--- src/rtl/cache_pkg.sv ---
// Shared L1 geometry, beat parameters and miss-handler state encoding.
package cache_pkg;

   localparam int ADDR_WIDTH   = 32;
   localparam int DATA_WIDTH   = 32;
   localparam int L1_LINE_SIZE = 32;
   localparam int L1_OFFSET    = $clog2(L1_LINE_SIZE);
   localparam int L1_INDEX     = 8;
   localparam int L1_TAG       = ADDR_WIDTH - L1_INDEX - L1_OFFSET;
   localparam int L1_DATABITS  = L1_LINE_SIZE * 8;
   localparam int L1_BEATS     = L1_LINE_SIZE / (DATA_WIDTH / 8);
   localparam int L1_BEAT_BITS = $clog2(L1_BEATS);

   typedef enum logic [1:0] {
      IDLE = 2'd0,
      WB   = 2'd1,
      RD   = 2'd2,
      FILL = 2'd3
   } l1_mh_state_t;

   // Line-aligned address (offset bits cleared).
   function automatic logic [ADDR_WIDTH-1:0] line_base(input logic [ADDR_WIDTH-1:0] addr);
      return addr & ~(ADDR_WIDTH'(L1_LINE_SIZE - 1));
   endfunction

endpackage

--- src/rtl/l1_miss_handler_if.sv ---
// Miss, next-level memory and refill signals between L1 and the miss handler.
interface l1_miss_handler_if;
   import cache_pkg::*;

   logic                   miss_valid;
   logic                   miss_ready;
   logic [ADDR_WIDTH-1:0]  miss_addr;
   logic                   wb_en;
   logic [L1_TAG-1:0]      wb_tag;
   logic [L1_DATABITS-1:0] wb_data;

   logic                   mem_req_valid;
   logic                   mem_req_ready;
   logic                   mem_req_we;
   logic [ADDR_WIDTH-1:0]  mem_req_addr;
   logic [DATA_WIDTH-1:0]  mem_req_wdata;
   logic                   mem_rsp_valid;
   logic [DATA_WIDTH-1:0]  mem_rsp_rdata;

   logic                   fill_valid;
   logic                   fill_ready;
   logic [ADDR_WIDTH-1:0]  fill_addr;
   logic [L1_DATABITS-1:0] fill_data;
   logic                   busy;

   // Handler side.
   modport master (
      input  miss_valid, miss_addr, wb_en, wb_tag, wb_data,
      input  mem_req_ready, mem_rsp_valid, mem_rsp_rdata, fill_ready,
      output miss_ready, mem_req_valid, mem_req_we, mem_req_addr, mem_req_wdata,
      output fill_valid, fill_addr, fill_data, busy
   );

   // L1 controller / memory side.
   modport slave (
      output miss_valid, miss_addr, wb_en, wb_tag, wb_data,
      output mem_req_ready, mem_rsp_valid, mem_rsp_rdata, fill_ready,
      input  miss_ready, mem_req_valid, mem_req_we, mem_req_addr, mem_req_wdata,
      input  fill_valid, fill_addr, fill_data, busy
   );

endinterface

--- src/rtl/l1_line_buffer.sv ---
// One cache line of storage: whole-line load, word write by index,
// word read by index and the full line out.
module l1_line_buffer #(
   parameter int WORDS  = 8,
   parameter int IDX_W  = 3,
   parameter int WORD_W = 32
) (
   input  logic                    clk,
   input  logic                    rst_n,
   input  logic                    load_en,
   input  logic [WORDS*WORD_W-1:0] load_line,
   input  logic                    wr_en,
   input  logic [IDX_W-1:0]        wr_idx,
   input  logic [WORD_W-1:0]       wr_word,
   input  logic [IDX_W-1:0]        rd_idx,
   output logic [WORD_W-1:0]       rd_word,
   output logic [WORDS*WORD_W-1:0] line
);

   logic [WORDS*WORD_W-1:0] line_q;

   // Whole-line load wins; otherwise a single word is overwritten.
   always_ff @(posedge clk or negedge rst_n) begin
      if (!rst_n) begin
         line_q <= '0;
      end else if (load_en) begin
         line_q <= load_line;
      end else if (wr_en) begin
         line_q[wr_idx*WORD_W +: WORD_W] <= wr_word;
      end
   end

   assign rd_word = line_q[rd_idx*WORD_W +: WORD_W];
   assign line    = line_q;

endmodule

--- src/rtl/l1_miss_handler.sv ---
// L1 miss handler: optional dirty write-back, line read, refill to L1.
//
// state | meaning
// ------+-----------------------------------------------------------
// IDLE  | waiting for a miss; miss_ready high
// WB    | issuing BEATS write beats of the dirty victim line
// RD    | issuing BEATS read beats and collecting responses in order
// FILL  | presenting the assembled line until fill_ready
module l1_miss_handler import cache_pkg::*; #(
   parameter int BEATS  = L1_LINE_SIZE / (DATA_WIDTH / 8),
   parameter int BEAT_W = $clog2(BEATS)
) (
   input logic               clk,
   input logic               rst_n,
   l1_miss_handler_if.master bus
);

   localparam logic [1:0] S_IDLE = IDLE;
   localparam logic [1:0] S_WB   = WB;
   localparam logic [1:0] S_RD   = RD;
   localparam logic [1:0] S_FILL = FILL;

   localparam int              LAST_BEAT = BEATS - 1;
   localparam logic [BEAT_W:0] CNT_LAST  = LAST_BEAT[BEAT_W:0];
   localparam logic [BEAT_W:0] CNT_DONE  = BEATS[BEAT_W:0];

   logic [1:0]             state_q;
   logic [BEAT_W:0]        req_cnt_q;
   logic [BEAT_W:0]        rsp_cnt_q;
   logic [ADDR_WIDTH-1:0]  fill_addr_q;
   logic [L1_TAG-1:0]      wb_tag_q;
   logic                   fill_valid_q;

   logic                   miss_take;
   logic                   req_valid;
   logic                   req_hs;
   logic                   rsp_take;
   logic [BEAT_W-1:0]      req_idx;
   logic [BEAT_W-1:0]      rsp_idx;
   logic [DATA_WIDTH-1:0]  rd_word;
   logic [L1_DATABITS-1:0] line;

   assign miss_take = (state_q == S_IDLE) && bus.miss_valid;
   assign req_valid = ((state_q == S_WB) || (state_q == S_RD)) && (req_cnt_q != CNT_DONE);
   assign req_hs    = req_valid && bus.mem_req_ready;
   // Responses outside RD or beyond the line are dropped.
   assign rsp_take  = (state_q == S_RD) && bus.mem_rsp_valid && (rsp_cnt_q != CNT_DONE);
   assign req_idx   = req_cnt_q[BEAT_W-1:0];
   assign rsp_idx   = rsp_cnt_q[BEAT_W-1:0];

   // Sequencing FSM with independent request and response beat counters.
   always_ff @(posedge clk or negedge rst_n) begin
      if (!rst_n) begin
         state_q      <= S_IDLE;
         req_cnt_q    <= '0;
         rsp_cnt_q    <= '0;
         fill_addr_q  <= '0;
         wb_tag_q     <= '0;
         fill_valid_q <= 1'b0;
      end else begin
         case (state_q)
            S_IDLE: begin
               if (miss_take) begin
                  fill_addr_q <= line_base(bus.miss_addr);
                  wb_tag_q    <= bus.wb_tag;
                  req_cnt_q   <= '0;
                  rsp_cnt_q   <= '0;
                  state_q     <= bus.wb_en ? S_WB : S_RD;
               end
            end
            S_WB: begin
               if (req_hs) begin
                  if (req_cnt_q == CNT_LAST) begin
                     req_cnt_q <= '0;
                     state_q   <= S_RD;
                  end else begin
                     req_cnt_q <= req_cnt_q + 1'b1;
                  end
               end
            end
            S_RD: begin
               if (req_hs) begin
                  req_cnt_q <= req_cnt_q + 1'b1;
               end
               if (rsp_take) begin
                  rsp_cnt_q <= rsp_cnt_q + 1'b1;
                  if (rsp_cnt_q == CNT_LAST) begin
                     fill_valid_q <= 1'b1;
                     state_q      <= S_FILL;
                  end
               end
            end
            S_FILL: begin
               if (bus.fill_ready) begin
                  fill_valid_q <= 1'b0;
                  state_q      <= S_IDLE;
               end
            end
            default: state_q <= S_IDLE;
         endcase
      end
   end

   // Victim line is loaded on acceptance so write beats read it back by
   // index; read responses then overwrite it word by word.
   l1_line_buffer #(
      .WORDS  (BEATS),
      .IDX_W  (BEAT_W),
      .WORD_W (DATA_WIDTH)
   ) u_line_buf (
      .clk       (clk),
      .rst_n     (rst_n),
      .load_en   (miss_take),
      .load_line (bus.wb_data),
      .wr_en     (rsp_take),
      .wr_idx    (rsp_idx),
      .wr_word   (bus.mem_rsp_rdata),
      .rd_idx    (req_idx),
      .rd_word   (rd_word),
      .line      (line)
   );

   assign bus.miss_ready    = (state_q == S_IDLE);
   assign bus.busy          = (state_q != S_IDLE);
   assign bus.mem_req_valid = req_valid;
   assign bus.mem_req_we    = (state_q == S_WB);
   assign bus.mem_req_addr  = (state_q == S_WB)
                              ? {wb_tag_q, fill_addr_q[L1_OFFSET +: L1_INDEX], req_idx, 2'b00}
                              : {fill_addr_q[ADDR_WIDTH-1:L1_OFFSET], req_idx, 2'b00};
   assign bus.mem_req_wdata = rd_word;
   assign bus.fill_valid    = fill_valid_q;
   assign bus.fill_addr     = fill_addr_q;
   assign bus.fill_data     = line;

endmodule

--- src/flat_wrapper.sv ---
// flat-port wrapper written by rule: the top's interface ports become plain ports
module l1_miss_handler_flat import cache_pkg::*;
#(
   parameter int BEATS  = L1_LINE_SIZE / (DATA_WIDTH / 8),
   parameter int BEAT_W = $clog2(BEATS)
)
  (clk, rst_n, bus_miss_valid, bus_miss_addr, bus_wb_en, bus_wb_tag, bus_wb_data, bus_mem_req_ready, bus_mem_rsp_valid, bus_mem_rsp_rdata, bus_fill_ready, bus_miss_ready, bus_mem_req_valid, bus_mem_req_we, bus_mem_req_addr, bus_mem_req_wdata, bus_fill_valid, bus_fill_addr, bus_fill_data, bus_busy);
  l1_miss_handler_if bus_i ();
  input logic clk;
  input logic rst_n;
  input wire logic [$bits(bus_i.miss_valid)-1:0] bus_miss_valid;
  input wire logic [$bits(bus_i.miss_addr)-1:0] bus_miss_addr;
  input wire logic [$bits(bus_i.wb_en)-1:0] bus_wb_en;
  input wire logic [$bits(bus_i.wb_tag)-1:0] bus_wb_tag;
  input wire logic [$bits(bus_i.wb_data)-1:0] bus_wb_data;
  input wire logic [$bits(bus_i.mem_req_ready)-1:0] bus_mem_req_ready;
  input wire logic [$bits(bus_i.mem_rsp_valid)-1:0] bus_mem_rsp_valid;
  input wire logic [$bits(bus_i.mem_rsp_rdata)-1:0] bus_mem_rsp_rdata;
  input wire logic [$bits(bus_i.fill_ready)-1:0] bus_fill_ready;
  output wire logic [$bits(bus_i.miss_ready)-1:0] bus_miss_ready;
  output wire logic [$bits(bus_i.mem_req_valid)-1:0] bus_mem_req_valid;
  output wire logic [$bits(bus_i.mem_req_we)-1:0] bus_mem_req_we;
  output wire logic [$bits(bus_i.mem_req_addr)-1:0] bus_mem_req_addr;
  output wire logic [$bits(bus_i.mem_req_wdata)-1:0] bus_mem_req_wdata;
  output wire logic [$bits(bus_i.fill_valid)-1:0] bus_fill_valid;
  output wire logic [$bits(bus_i.fill_addr)-1:0] bus_fill_addr;
  output wire logic [$bits(bus_i.fill_data)-1:0] bus_fill_data;
  output wire logic [$bits(bus_i.busy)-1:0] bus_busy;
  assign bus_i.miss_valid = bus_miss_valid;
  assign bus_i.miss_addr = bus_miss_addr;
  assign bus_i.wb_en = bus_wb_en;
  assign bus_i.wb_tag = bus_wb_tag;
  assign bus_i.wb_data = bus_wb_data;
  assign bus_i.mem_req_ready = bus_mem_req_ready;
  assign bus_i.mem_rsp_valid = bus_mem_rsp_valid;
  assign bus_i.mem_rsp_rdata = bus_mem_rsp_rdata;
  assign bus_i.fill_ready = bus_fill_ready;
  assign bus_miss_ready = bus_i.miss_ready;
  assign bus_mem_req_valid = bus_i.mem_req_valid;
  assign bus_mem_req_we = bus_i.mem_req_we;
  assign bus_mem_req_addr = bus_i.mem_req_addr;
  assign bus_mem_req_wdata = bus_i.mem_req_wdata;
  assign bus_fill_valid = bus_i.fill_valid;
  assign bus_fill_addr = bus_i.fill_addr;
  assign bus_fill_data = bus_i.fill_data;
  assign bus_busy = bus_i.busy;
  l1_miss_handler #(.BEATS(BEATS), .BEAT_W(BEAT_W)) u_core (.clk(clk), .rst_n(rst_n), .bus(bus_i));
endmodule
--- config.mk ---
export PLATFORM = sky130hd
export DESIGN_NAME = l1_miss_handler_flat
export DESIGN_NICKNAME = d
export VERILOG_FILES = /design/src/rtl/cache_pkg.sv /design/src/rtl/l1_miss_handler_if.sv /design/src/rtl/l1_line_buffer.sv /design/src/rtl/l1_miss_handler.sv /design/src/flat_wrapper.sv
export SDC_FILE = /design/constraint.sdc
export NUM_CORES = 1
export LEC_CHECK = 0
export BUFFER_PORTS_ARGS = -buffer_cell sky130_fd_sc_hd__buf_2
export CORE_AREA = 2 2 271 273
export DETAILED_ROUTE_END_ITERATION = 10
export DIE_AREA = 0 0 273 275
export SETUP_SLACK_MARGIN = 0.4
export SYNTH_ARGS = -nofsm -noshare
export SYNTH_HDL_FRONTEND = slang
export SYNTH_HIERARCHICAL = 1
export SYNTH_SLANG_ARGS = --single-unit
--- constraint.sdc ---
create_clock -name clk -period 4.5 [get_ports clk]
set_input_delay 1.125 -clock clk [delete_from_list [all_inputs] [get_ports clk]]
set_output_delay 1.125 -clock clk [all_outputs]
set_load 0.05 [all_outputs]
* Word level (Yosys, flattened, before mapping)
Cells that the tools add are included.
** Storage, ports and cells
- Register bits :: 313
- Input bits :: 346
- Output and inout port bits :: 357
- Logic and storage cells :: 67
** Operators by class
- $add $sub $neg :: 3
- Equality and inequality tests :: 14
- Shift-type cells :: 3
- Multiplexer cells :: 23
- Reduce and logical (&&, ||, !) cells :: 17
** Operators by type and width (count)
- 2-to-1 mux 256 bit :: 2
- bitwise mux 256 bit :: 1
- variable shift 32 x 34 -> 256 bit, first input constant :: 1
- indexed part select 256 x 9 -> 32 bit :: 1
- indexed part select 32 x 34 -> 256 bit :: 1
- negator 8 -> 34 bit :: 1
- 2-to-1 mux 32 bit :: 1
- 2-to-1 mux 4 bit :: 5
- 2-to-1 mux 2 bit :: 7
- case mux 4 bit (3 select lines) :: 1
- != test 2 x 1 -> 1 bit, second input constant :: 5
- adder 4 x 1 -> 4 bit, second input constant :: 2
- == test 4 x 3 -> 1 bit, second input constant :: 2
- != test 4 bit, second input constant :: 2
- case mux 2 bit (4 select lines) :: 1
- case mux 4 bit (2 select lines) :: 1
- AND reduction 4 bit :: 2
- nonzero test 2 bit :: 4
- AND reduction 6 bit :: 1
- logical AND 1 bit :: 5
- == test 2 bit, second input constant :: 2
- != test 2 bit, second input constant :: 2
- 2-to-1 mux 1 bit :: 3
- AND reduction 3 bit :: 1
- 6 further kinds :: 6

* Longest topological paths before layout
Gate-level depths: netlist of run 1.
- Depth in word-level cells :: 6
- Mapped depth :: 13
- Gate-level depth less buffers :: 7

* Hierarchy
Netlist of run 1, hierarchy kept.
** Modules (own cells, without submodules)
- l1_line_buffer :: times used 1, cells each 1203, area an instance 13915.8 um2, sequential area each 6406.1 um2
- l1_miss_handler :: times used 1, cells each 238, area an instance 2951.6 um2, sequential area each 1426.4 um2

* Worst setup path after synthesis of run 1
OpenSTA, ideal clock, no wires.
- Path type :: register to output
- Start point :: register u_core.state_q[1]
- End point :: output bus_mem_req_addr[13]
- Data arrival time :: 1.978 ns
- Required time :: 3.375 ns
- Slack :: 1.397 ns
- Stages on the path, launching flop included :: 5
- Buffers on the path :: 1
- Path through :: dfrtp_1 > inv_1 > ha_1 > buf_1 > mux2_1
** On the way
- Word-level cells in the longest chain between the ends :: 2
** RTL lines
- from (decl) :: RTL line l1_miss_handler.sv:27 : logic [1:0] state_q;
- from (signal assigned) :: RTL line l1_miss_handler.sv:68 : state_q <= bus.wb_en ? S_WB : S_RD;
- == test 2 x 1 -> 1 bit
- named net bus_mem_req_we :: RTL line flat_wrapper.sv:22 : output wire logic [$bits(bus_i.mem_req_we)-1:0] bus_mem_req_we;
- 2-to-1 mux 32 bit :: RTL line l1_miss_handler.sv:128 : ? {wb_tag_q, fill_addr_q[L1_OFFSET +: L1_INDEX], req_idx, 2'b00}
- to (decl) :: RTL line flat_wrapper.sv:23 : output wire logic [$bits(bus_i.mem_req_addr)-1:0] bus_mem_req_addr;
The timed path passes the listed nets, and every way through them passes these cells.

* Final worst setup path of run 1
- Start point :: register u_core.req_cnt_q[1]
- End point :: output bus_mem_req_wdata[5]
** On the way
- Word-level cells in the longest chain between the ends :: 1
** RTL lines
- from (decl) :: RTL line l1_miss_handler.sv:28 : logic [BEAT_W:0] req_cnt_q;
- from (signal assigned) :: RTL line l1_miss_handler.sv:77 : req_cnt_q <= req_cnt_q + 1'b1;
- from (signal assigned) :: RTL line l1_miss_handler.sv:83 : req_cnt_q <= req_cnt_q + 1'b1;
- indexed part select 256 x 9 -> 32 bit :: RTL line l1_line_buffer.sv:33 : assign rd_word = line_q[rd_idx*WORD_W +: WORD_W];
- to (decl) :: RTL line flat_wrapper.sv:24 : output wire logic [$bits(bus_i.mem_req_wdata)-1:0] bus_mem_req_wdata;
Every way passes these cells.

==> reports/results.tsv, run 1 <==
metric	value	unit
status	complete, no violations	
P&R area growth vs syn	33.9	%
largest family of logic cells by synthesized area	compound AO/OA/AOI/OAI gates	
Hold Crit Start	u_core/wb_tag_q[11]	
core area	0.0723	mm^2
fmax	257	MHz
ANT nets after route	0	
gpl congestion	0.917	
final hold violations	0	
Max Root-Sink Buffers	3	
share of cells above drive strength 1	47.7	%
Worst R2R End	u_core/u_line_buf/line[164]	
Avg Cell Area, Syn	11.7	um^2
die area	0.0751	mm^2
# IOs	703	
Rows	99	
Unique masters post-synth	57	
nets	2380	
Final WS setup	0.608	ns
crit path kind	reg -> out	
Post-Synth Simple-Gate Area	6.94	%
Pins Over Slew Limit	0	
Slew @ Worst Pin	1.18	ns
CP arrival	2.77	ns
Worst Hold Depth	1	
CTS tree	yes	
R2R Setup Slk	1.13	ns
Syn Std Cell Area	0.0169	mm^2
Worst R2R Start	u_core/rsp_cnt_q[1]	
routed vias/inst	5.47	
worst slack, placed	0.960	ns
Hold Path End	u_core/wb_tag_q[11]	
EDFF count, synth	0	
die span in x	273	um
Routed WL per cell	28.3	um
Hold Path Class	reg -> reg	
detailed-router iteration count before antenna repair	6	
global route overflow	0	
port bufs	690	
vias in the first global route	16700	
predominant post-synthesis flop cell	dfrtp_1	
crit path time final	3.89	ns
crit path launch type	register	
Register-to-Register Path Depth	7	
adder-cell share of the synthesized area	0.890	%
post-synthesis mux area share	15.4	%
post-cts resize count	0	
Ys Warns	6	
Vias	16500	
CTS sink cnt	313	
XOR/XNOR Fraction of Synth Area	0	%
Setup crit end kind	output pin	
Iter 0 DRT Violations	1445	
Final setup violation count	0	
initial antenna violation count	7	
Post-CTS Setup Bufs	0	
H-tree depth	2	
hold_ws	0.494	ns
Tcrit/Tclk final	86.5	%
relative slew slack	21.5	%
hpwl dp	59200	um
Layout Skew	0.0224	ns
Max Cap Violations	0	
Num CTS Buffers	41	
Initial Utilization	23.3	%
RSZ-0062 raised after global routing	no	
Cells after Synth	1441	
Crit Path Max Fanout	32	
DRT Wirelength	85500	um
register bit count reported by yosys	313	
Finished Core Util	31.2	%
filler instances	7476	
clock tree root driver cell	clkbuf_16	
total global-route track usage	21.6	%
Worst-path clk slew	0.06	ns
Synth Area in Compound Gates	24.3	%
Seq/Total Area, Yosys	46.4	%
global-route wire length before repair	119000	um
largest net degree at the start of global routing	90	
Async SR Flop Fraction	100	%
die height	275	um
post-route DRC violation count	0	
setup TNS	0	ns
# hold bufs at CTS	0	
clk_lat worst skew	0.57	ns
Critical Path RT	3.38	ns
==> kinds of logic after synthesis <==
group | count (synthesis)
flops | 313
compound gates | 541
fa+ha+maj | 12
other cells | 1
buf+inv | 221
simple gates | 185
mux | 168
==> metrics by stage <==
step                cell area, um^2  instances
global route                  22600       3016
floorplan                     16900       1447
detailed placement            21200       2938
finish                        22600       3019
global placement              21200       2938
CTS                           22600       3012
==> Yosys cell counts (3+ instances only) <==
| library cell | count | area share (%) |
|---|---|---|
| dfrtp_1 | 313 | 46 |
| a31oi_1 | 131 | 4.9 |
| and2_1 | 129 | 4.8 |
| a2bb2oi_1 | 125 | 6.5 |
| o21ai_0 | 125 | 3.7 |
| clkbuf_1 | 114 | 2.5 |
| a221o_1 | 102 | 6.1 |
| mux4_2 | 64 | 8.5 |
| mux2_2 | 56 | 3.7 |
| mux2_1 | 42 | 2.8 |
| buf_2 | 37 | 1.1 |
| a221o_2 | 27 | 1.8 |
| buf_4 | 20 | 0.89 |
| buf_1 | 14 | 0.31 |
| clkbuf_2 | 13 | 0.39 |
| o21ai_1 | 13 | 0.39 |
| ha_1 | 12 | 0.89 |
| inv_1 | 11 | 0.24 |
| nand2_1 | 10 | 0.22 |
| nor2_1 | 9 | 0.20 |
| buf_6 | 6 | 0.40 |
| mux2i_1 | 6 | 0.36 |
| inv_2 | 5 | 0.11 |
| nand3_1 | 5 | 0.15 |
| nor2b_1 | 5 | 0.19 |
| a21oi_1 | 4 | 0.12 |
| and3_1 | 3 | 0.11 |
| nand3b_1 | 3 | 0.13 |
==> worst max-delay path by stage <==
stage	from	end	slack, ns
after floorplan	u_core/state_q[1]	bus_mem_req_addr[13]	1.40
after global placement	bus_mem_rsp_valid	u_core/u_line_buf/line[37]	0.99
after detailed placement	bus_mem_rsp_valid	u_core/u_line_buf/line[41]	0.96
after CTS	u_core/req_cnt_q[1]	bus_mem_req_wdata[2]	0.52
after global routing	u_core/state_q[1]	bus_mem_req_addr[22]	0.50
final	u_core/req_cnt_q[1]	bus_mem_req_wdata[5]	0.61
==> layout make-up <==
cell class	instances	area (um^2)	share of cell area, %
repair buffers	736	3910	17.3
inverters	17	76.3	0.338
clock inverters	15	173	0.765
diodes	7	17.5	0.0776
multi-input cells	913	8180	36.2
flip-flops and latches	313	7840	34.7
clock buffers	59	1190	5.25
well taps	959	1200	5.31
==> worst max-delay path: stages, from the launching register on <==
cell	delay (ns)
dfrtp_4	0.89
buf_4	0.40
mux4_2	0.41
mux2_2	0.29
buf_2	0.21
==> per-layer routing <==
metal / share of wire, % / up-vias / GRT usage (%) / wire length (um)
met5: 0 / - / 0 / 0
met3: 8.6 / 224 / 5.04 / 7340
li1: - / 6779 / - / -
met2: 48 / 1045 / 35.1 / 40800
met1: 40 / 8474 / 27.7 / 34300
met4: 3.6 / 0 / 8.50 / 3080
==> sequential cells by signal (all words and copies together) (netlist names) <==
name / count
u_core/rsp_cnt_q: 4
u_core/req_cnt_q: 4
u_core/u_line_buf/line: 256
u_core/bus.fill_addr: 27
u_core/wb_tag_q: 19
u_core/bus.fill_valid: 1
u_core/state_q: 2
==> cell usage in the layout (no fill, tap or decap), drive strengths merged, types with 3 or more instances in the layout <==
| cell type | instances |
|---|---|
| dfrtp | 313 |
| mux4 | 64 |
| clkinvlp | 3 |
| a221o | 129 |
| clkinv | 6 |
| buf | 736 |
| diode | 7 |
| nor2b | 5 |
| inv | 20 |
| nand3 | 5 |
| a21oi | 4 |
| and2 | 129 |
| ha | 12 |
| clkbuf | 59 |
| nand3b | 3 |
| o21ai | 138 |
| and3 | 3 |
| mux2i | 6 |
| bufinv | 3 |
| conb | 7 |
| nor2 | 9 |
| a2bb2oi | 125 |
| mux2 | 98 |
| a31oi | 132 |
| nand2 | 11 |
Power of run 1 is left out: the tool's default activity adds up to more than one toggle a clock period on the data nets, which glitch-free logic cannot reach.
==> inputs of run 2 (changes only) <==
--- a/config.mk
+++ b/config.mk
@@ -6,11 +6,12 @@
 export NUM_CORES = 1
 export LEC_CHECK = 0
 export BUFFER_PORTS_ARGS = -buffer_cell sky130_fd_sc_hd__buf_2
-export CORE_AREA = 2 2 271 273
+export CORE_AREA = 2 2 270 272
 export DETAILED_ROUTE_END_ITERATION = 10
-export DIE_AREA = 0 0 273 275
+export DIE_AREA = 0 0 272 274
+export PLACE_DENSITY = 0.43
+export REMOVE_ABC_BUFFERS = 1
 export SETUP_SLACK_MARGIN = 0.4
 export SYNTH_ARGS = -nofsm -noshare
 export SYNTH_HDL_FRONTEND = slang
-export SYNTH_HIERARCHICAL = 1
 export SYNTH_SLANG_ARGS = --single-unit
==> run 2 against run 1 <==
Compared with the run above:
- fmax is 3.2% higher
- synthesized cell count is 21% higher
- via count is essentially flat
- first-iteration DRC count shrank 17%
- die area is 0.73% lower
- clock skew decreased by 0.0011 ns
- global-route usage decreased by 0.27 points
- critical path type unchanged
==> reports/results.tsv, run 2 <==
metric	value	unit
H-tree depth	2	
Synth area leader	dfrtp_1	
top-count cell post-synth	nand2_1	
clk_lat worst skew	0.56	ns
Max Root-Sink Buffers	3	
Pins Over Slew Limit	0	
# IOs	703	
WP depth	5	
status	complete, no violations	
die span in x	272	um
Post-Layout Inst Area	0.0222	mm^2
hold_ws	0.471	ns
Unique masters post-synth	51	
post-route DRC violation count	0	
register bit count reported by yosys	313	
Rows	99	
Finished Core Util	30.9	%
Worst Hold Depth	2	
routed vias/inst	4.96	
CTS tree	yes	
Crit path buffers/inverters	3	
# hold bufs at CTS	0	
Layout Skew	0.0213	ns
commonest non-fill, non-tap cells in the layout	buf_2 (689), nand2_1 (387), dfrtp_1 (310), a21oi_1 (279), nor2_1 (189)	
Worst R2R Start	u_core.rsp_cnt_q[1]	
Critical Path RT	3.38	ns
clock tree root driver cell	clkbuf_16	
global-route wire length before repair	118000	um
Num CTS Buffers	40	
Register-to-Register Path Depth	8	
Final setup violation count	0	
total global-route track usage	21.3	%
most frequent CP cell	buf_4	
pwr/cell area	959	mW/mm^2
initial antenna violation count	10	
Async SR Flop Fraction	100	%
nets	2700	
DRT Wirelength	82500	um
die area	0.0745	mm^2
relative slew slack	5.30	%
hpwl dp	58500	um
crit path launch type	register	
Slew @ Worst Pin	1.42	ns
Hold Path Class	reg -> reg	
CTS sink cnt	313	
largest net degree at the start of global routing	188	
port bufs	690	
Hold Crit Start	u_core.wb_tag_q[13]	
top post-synthesis cells by area	dfrtp_1 (47%), nand2_1 (8.8%), mux4_2 (8.7%)	
core area	0.0720	mm^2
Yosys top cell area share	47.1	%
Area after DPL	0.0209	mm^2
Synth top cells by count	nand2_1 (388), dfrtp_1 (313), a21oi_1 (280)	
CP max-delay cell	dfrtp_4	
ANT nets after route	0	
Post-CTS Setup Bufs	0	
Initial Utilization	23.1	%
EDFF count, synth	0	
Tcrit/Tclk final	83.8	%
Max Cap Violations	0	
CP startpoint	u_core.req_cnt_q[1]	
Syn Std Cell Area	0.0166	mm^2
most common cell after layout, fill and taps aside	buf_2	
detailed-router iteration count before antenna repair	5	
Seq/Total Area, Yosys	47.1	%
die height	274	um
vias in the first global route	16700	
global route overflow	0	
filler instances	7673	
P&R area growth vs syn	33.6	%
VDD IR max	0.516	mV
RSZ-0062 raised after global routing	no	
max incr delay on CP	0.70	ns
crit path kind	reg -> out	
share of cells above drive strength 1	40.2	%
Crit Path Max Fanout	23	
predominant post-synthesis flop cell	dfrtp_1	
Ys Warns	0	
Routed WL per cell	24.8	um
final hold violations	0	
fmax	265	MHz
Worst-path clk slew	0.05	ns
CP cell instances	buf_4, buf_4, mux4_2, mux2_2, buf_2	
Largest register FFs	256	
Cells after Synth	1750	
CP arrival	2.65	ns
post-cts resize count	0	
Vias	16500	
gpl congestion	0.889	
CP top delay family	buffers and inverters	
LEAKAGE	11.0	nW
Iter 0 DRT Violations	1197	
setup TNS	0	ns
crit path time final	3.77	ns
Avg Cell Area, Syn	9.51	um^2
Setup crit end kind	output pin	
==> run 2: changes by cell type in the layout (fill, tap and decap cells not counted), moves of 17 or more <==
cell	previous run	this run
and3_1	1	34
a21oi_1	2	279
and2_1	129	2
nor2_1	8	189
mux2_1	42	10
a2bb2oi_1	125	0
a31oi_1	130	48
mux2_2	56	73
nand2_1	9	387
a221o_2	27	0
a22o_1	0	35
o21ai_0	125	6
a221o_1	102	33
==> run 2: worst min-delay path, stage by stage, from the launching register on <==
cell     delay [ns]
dfrtp_1        0.34
nand2_1        0.05
nand2_1        0.05
==> run 2: kinds of logic after synthesis <==
group / synth area share, %
buffers and inverters: 6.17
flip-flops: 47.1
adder cells (fa/ha/maj): 0.827
AO/OA/AOI/OAI: 15.2
multiplexers: 14.5
AND/OR/NAND/NOR: 16.2
XOR/XNOR: 0.0526
other: 0.0225
==> run 2: metrics by stage <==
step,instances,worst slack (ns),total power [mW]
finish,3331,0.729,21.3
global route,3330,0.661,22.3
CTS,3327,0.673,21.5
detailed placement,3260,1.00,18.1
global placement,3260,1.03,18.0
floorplan,1566,-3.90,14.6
==> run 2: path summary, 6_finish.rpt <==
| check | to | slack [ns] |
|---|---|---|
| setup / recovery | bus_mem_req_wdata[22] | 0.73 |
| max in group asynchronous | u_core.bus.fill_addr[16] | 2.85 |
| setup reg to reg | u_core.u_line_buf.line[145] | 1.18 |
| hold reg to reg | u_core.wb_tag_q[13] | 0.47 |
| min in group asynchronous | u_core.u_line_buf.line[29] | 0.60 |
| hold / removal | u_core.wb_tag_q[13] | 0.47 |
==> run 2: power breakdown <==
group	internal (mW)	switching [mW]	total, mW	leakage (nW)
Combinational	3.40	9.16	12.6	6.71
Sequential	4.17	1.30	5.47	3.67
Clock	1.98	1.30	3.28	0.647
Total	9.55	11.8	21.3	11.0
==> run 2: cell type report <==
type	instances	area, um^2	area share [%]
tap	959	1200	5.40
antenna	4	10.0	0.0450
inverter	9	33.8	0.152
clock inverter	6	82.6	0.371
clock buffer	61	1230	5.54
sequential	313	7840	35.3
multi-input combinational	1244	7880	35.4
timing repair buffer	735	3960	17.8
==> run 2: routing by layer <==
| layer | part of all wire (%) | wire length [um] | global-route usage, % |
|---|---|---|---|
| met5 | 0.059 | 49 | 0 |
| met4 | 2.9 | 2420 | 6.91 |
| met3 | 7.9 | 6520 | 5.40 |
| met2 | 50 | 41300 | 37.2 |
| met1 | 39 | 32200 | 25.6 |
(Power assumes the default switching activity.)
==> inputs of run 3 (changes only) <==
==> constraint.sdc (replaced) <==
create_clock -name clk -period 3.55 [get_ports clk]
set_input_delay 0.8875 -clock clk [delete_from_list [all_inputs] [get_ports clk]]
set_output_delay 0.8875 -clock clk [all_outputs]
set_load 0.05 [all_outputs]
==> run 3 against run 2 <==
Compared with the run above:
- routed wire length is 2.2% higher
- die area stayed put
- worst hold slack got worse by 0.12 ns
- sequential share of layout area is 1.2 points lower
- global-route usage increased by 0.44 points
- worst setup slack got worse by 0.47 ns
- final cell count up 1.6%
- non-clock buffer count rose by 44
- critical path type unchanged
- critical endpoint is now bus_mem_req_wdata[20]
- largest cell class unchanged
==> reports/results.tsv, run 3 (synthesis gave the netlist of run 2 again) <==
metric	value	unit
crit path time final	3.29	ns
CP arrival	2.41	ns
die span in x	272	um
LEAKAGE	11.4	nW
nets	2745	
final hold violations	0	
Comb pwr share	60.1	%
hpwl dp	58600	um
Max Cap Violations	0	
R2R Setup Slk	0.62	ns
Routed WL per cell	24.9	um
Critical Path RT	2.66	ns
Hold Path Class	in -> async	
RSZ-0062 raised after global routing	yes	
Slew @ Worst Pin	0.806	ns
post-route DRC violation count	0	
Crit Path Max Fanout	15	
CTS sink cnt	313	
met2 Use GR	37.8	%
Int Power	12.7	mW
vias in the first global route	17000	
ANT nets after route	0	
clock tree root driver cell	clkbuf_16	
filler-free cell count of the finished design	3384	
Pins Over Slew Limit	0	
VDD IR max	0.626	mV
Clk pwr share	15.0	%
Sequential Power Share	24.9	%
relative slew slack	46.3	%
CTS tree	yes	
Worst R2R End	u_core.u_line_buf.line[16]	
gr busiest metal	met2	
CP cell instances	buf_16, buf_4, mux4_2, mux2_2, buf_2	
pwr/cell area	1210	mW/mm^2
Setup crit end kind	output pin	
Num CTS Buffers	41	
total global-route track usage	21.7	%
Max Root-Sink Buffers	3	
global route overflow	0	
most common cell after layout, fill and taps aside	buf_2	
Area after DPL	0.0210	mm^2
gpl congestion	0.901	
Tcrit/Tclk final	92.8	%
clk_lat worst skew	0.56	ns
Final setup violation count	0	
P&R area growth vs syn	38.4	%
routing usage on met3	5.77	%
placed cells	3270	
routed vias/inst	4.96	
global-route wire length before repair	120000	um
detailed-router iteration count before antenna repair	5	
Largest register FFs	256	
die height	274	um
Rows	99	
Iter 0 DRT Violations	1260	
crit path launch type	register	
net load switching power	15.2	mW
CP max-delay cell	dfrtp_4	
die area	0.0745	mm^2
Initial Utilization	23.1	%
Register-to-Register Path Depth	8	
H-tree depth	2	
status	complete, no violations	
Worst-path clk slew	0.06	ns
filler instances	7672	
core area	0.0720	mm^2
Worst R2R Start	u_core.rsp_cnt_q[1]	
# IOs	703	
DRT Wirelength	84300	um
Sw Share	54.5	%
M1 GR Usage	26.0	%
port bufs	690	
fmax	304	MHz
initial antenna violation count	13	
share of cells above drive strength 1	41.5	%
Layout Skew	0.0112	ns
CP top delay family	multiplexers	
Post-Layout Inst Area	0.0230	mm^2
Vias	16800	
Finished Core Util	32.0	%
largest net degree at the start of global routing	115	
Crit path buffers/inverters	3	
max incr delay on CP	0.51	ns
crit path kind	reg -> out	
commonest non-fill, non-tap cells in the layout	buf_2 (664), nand2_1 (387), dfrtp_1 (310), a21oi_1 (279), nor2_1 (189)	
## run 3: cell types whose count changed in the layout (fill, tap and decap cells not counted), sizes merged
| cell | delta |
|---|---|
| buf | +43 |
| clkbuf | +3 |
| bufinv | -1 |
| inv | +2 |
| diode | +2 |
| clkinvlp | -1 |
| clkinv | +5 |
## run 3: cell type report
cell class              count  area (um^2)  area share, %
inverters                   9         33.8          0.147
clock buffers              63         1240           5.39
repair buffers            779         4680           20.3
flip-flops and latches    313         7840           34.0
diodes                      6         15.0         0.0652
clock inverters            11         91.3          0.396
well taps                 959         1200           5.21
multi-input cells        1244         7940           34.4
## run 3: per-layer routing
metal	wire length (um)	share of wire, %	vias to the layer above
met5	75	0.089	-
met4	2710	3.2	12
met3	6820	8.1	159
met2	41800	50	795
met1	32900	39	8457
li1	-	-	7372
## run 3: power by group through the flow
stage | registers [mW] | clock network, mW | logic [mW]
3_3_place_gp | 6.91 | 0 | 15.9
4_1_cts | 6.93 | 4.30 | 16.7
6_report | 6.94 | 4.19 | 16.7
2_1_floorplan | 12.1 | 0 | 6.45
3_5_place_dp | 6.99 | 0 | 16.1
5_1_grt | 7.15 | 4.44 | 17.6
## run 3: worst max-delay path by stage
stage	start	end	slack (ns)	depth (start not counted)
2_1_floorplan	u_core.state_q[0]	u_core.u_line_buf.line[10]	-4.85	5
3_3_place_gp	u_core.rsp_cnt_q[1]	u_core.u_line_buf.line[22]	0.65	8
3_5_place_dp	u_core.rsp_cnt_q[1]	u_core.u_line_buf.line[16]	0.64	8
4_1_cts	u_core.req_cnt_q[0]	bus_mem_req_wdata[10]	0.19	4
5_1_grt	u_core.req_cnt_q[0]	bus_mem_req_wdata[15]	0.20	5
6_report	u_core.req_cnt_q[0]	bus_mem_req_wdata[20]	0.26	5
## run 3: per-stage QoR
step | TNS [ns] | hold slack, ns | worst slack (ns) | power [mW]
6_report | 0 | 0.347 | 0.257 | 27.9
5_1_grt | 0 | 0.383 | 0.198 | 29.2
4_1_cts | 0 | 0.367 | 0.187 | 27.9
3_5_place_dp | 0 | 0.459 | 0.637 | 23.0
3_3_place_gp | 0 | 0.455 | 0.655 | 22.9
2_1_floorplan | -953.12 | 0.440 | -4.85 | 18.5
## run 3: worst register-to-register path: cells and delay by family (launching register included)
family	cells	cell delay, ns
muxes	1	0.46
adders and majority gates	2	0.61
buffers and inverters	2	0.43
and+or+nand+nor	2	0.72
DFF	1	0.53
AOI/OAI and AO/OA	1	0.07
## run 3: repair_timing
action | CTS | global route
endpoints found under the setup margin | 49 | 45
gates resized for setup | 64 | 14
pin swaps | 0 | 1
buffers inserted | 16 | 14
cloned | 4 | 0
endpoints found under the hold margin | 0 | 0
hold buffers | 0 | 0
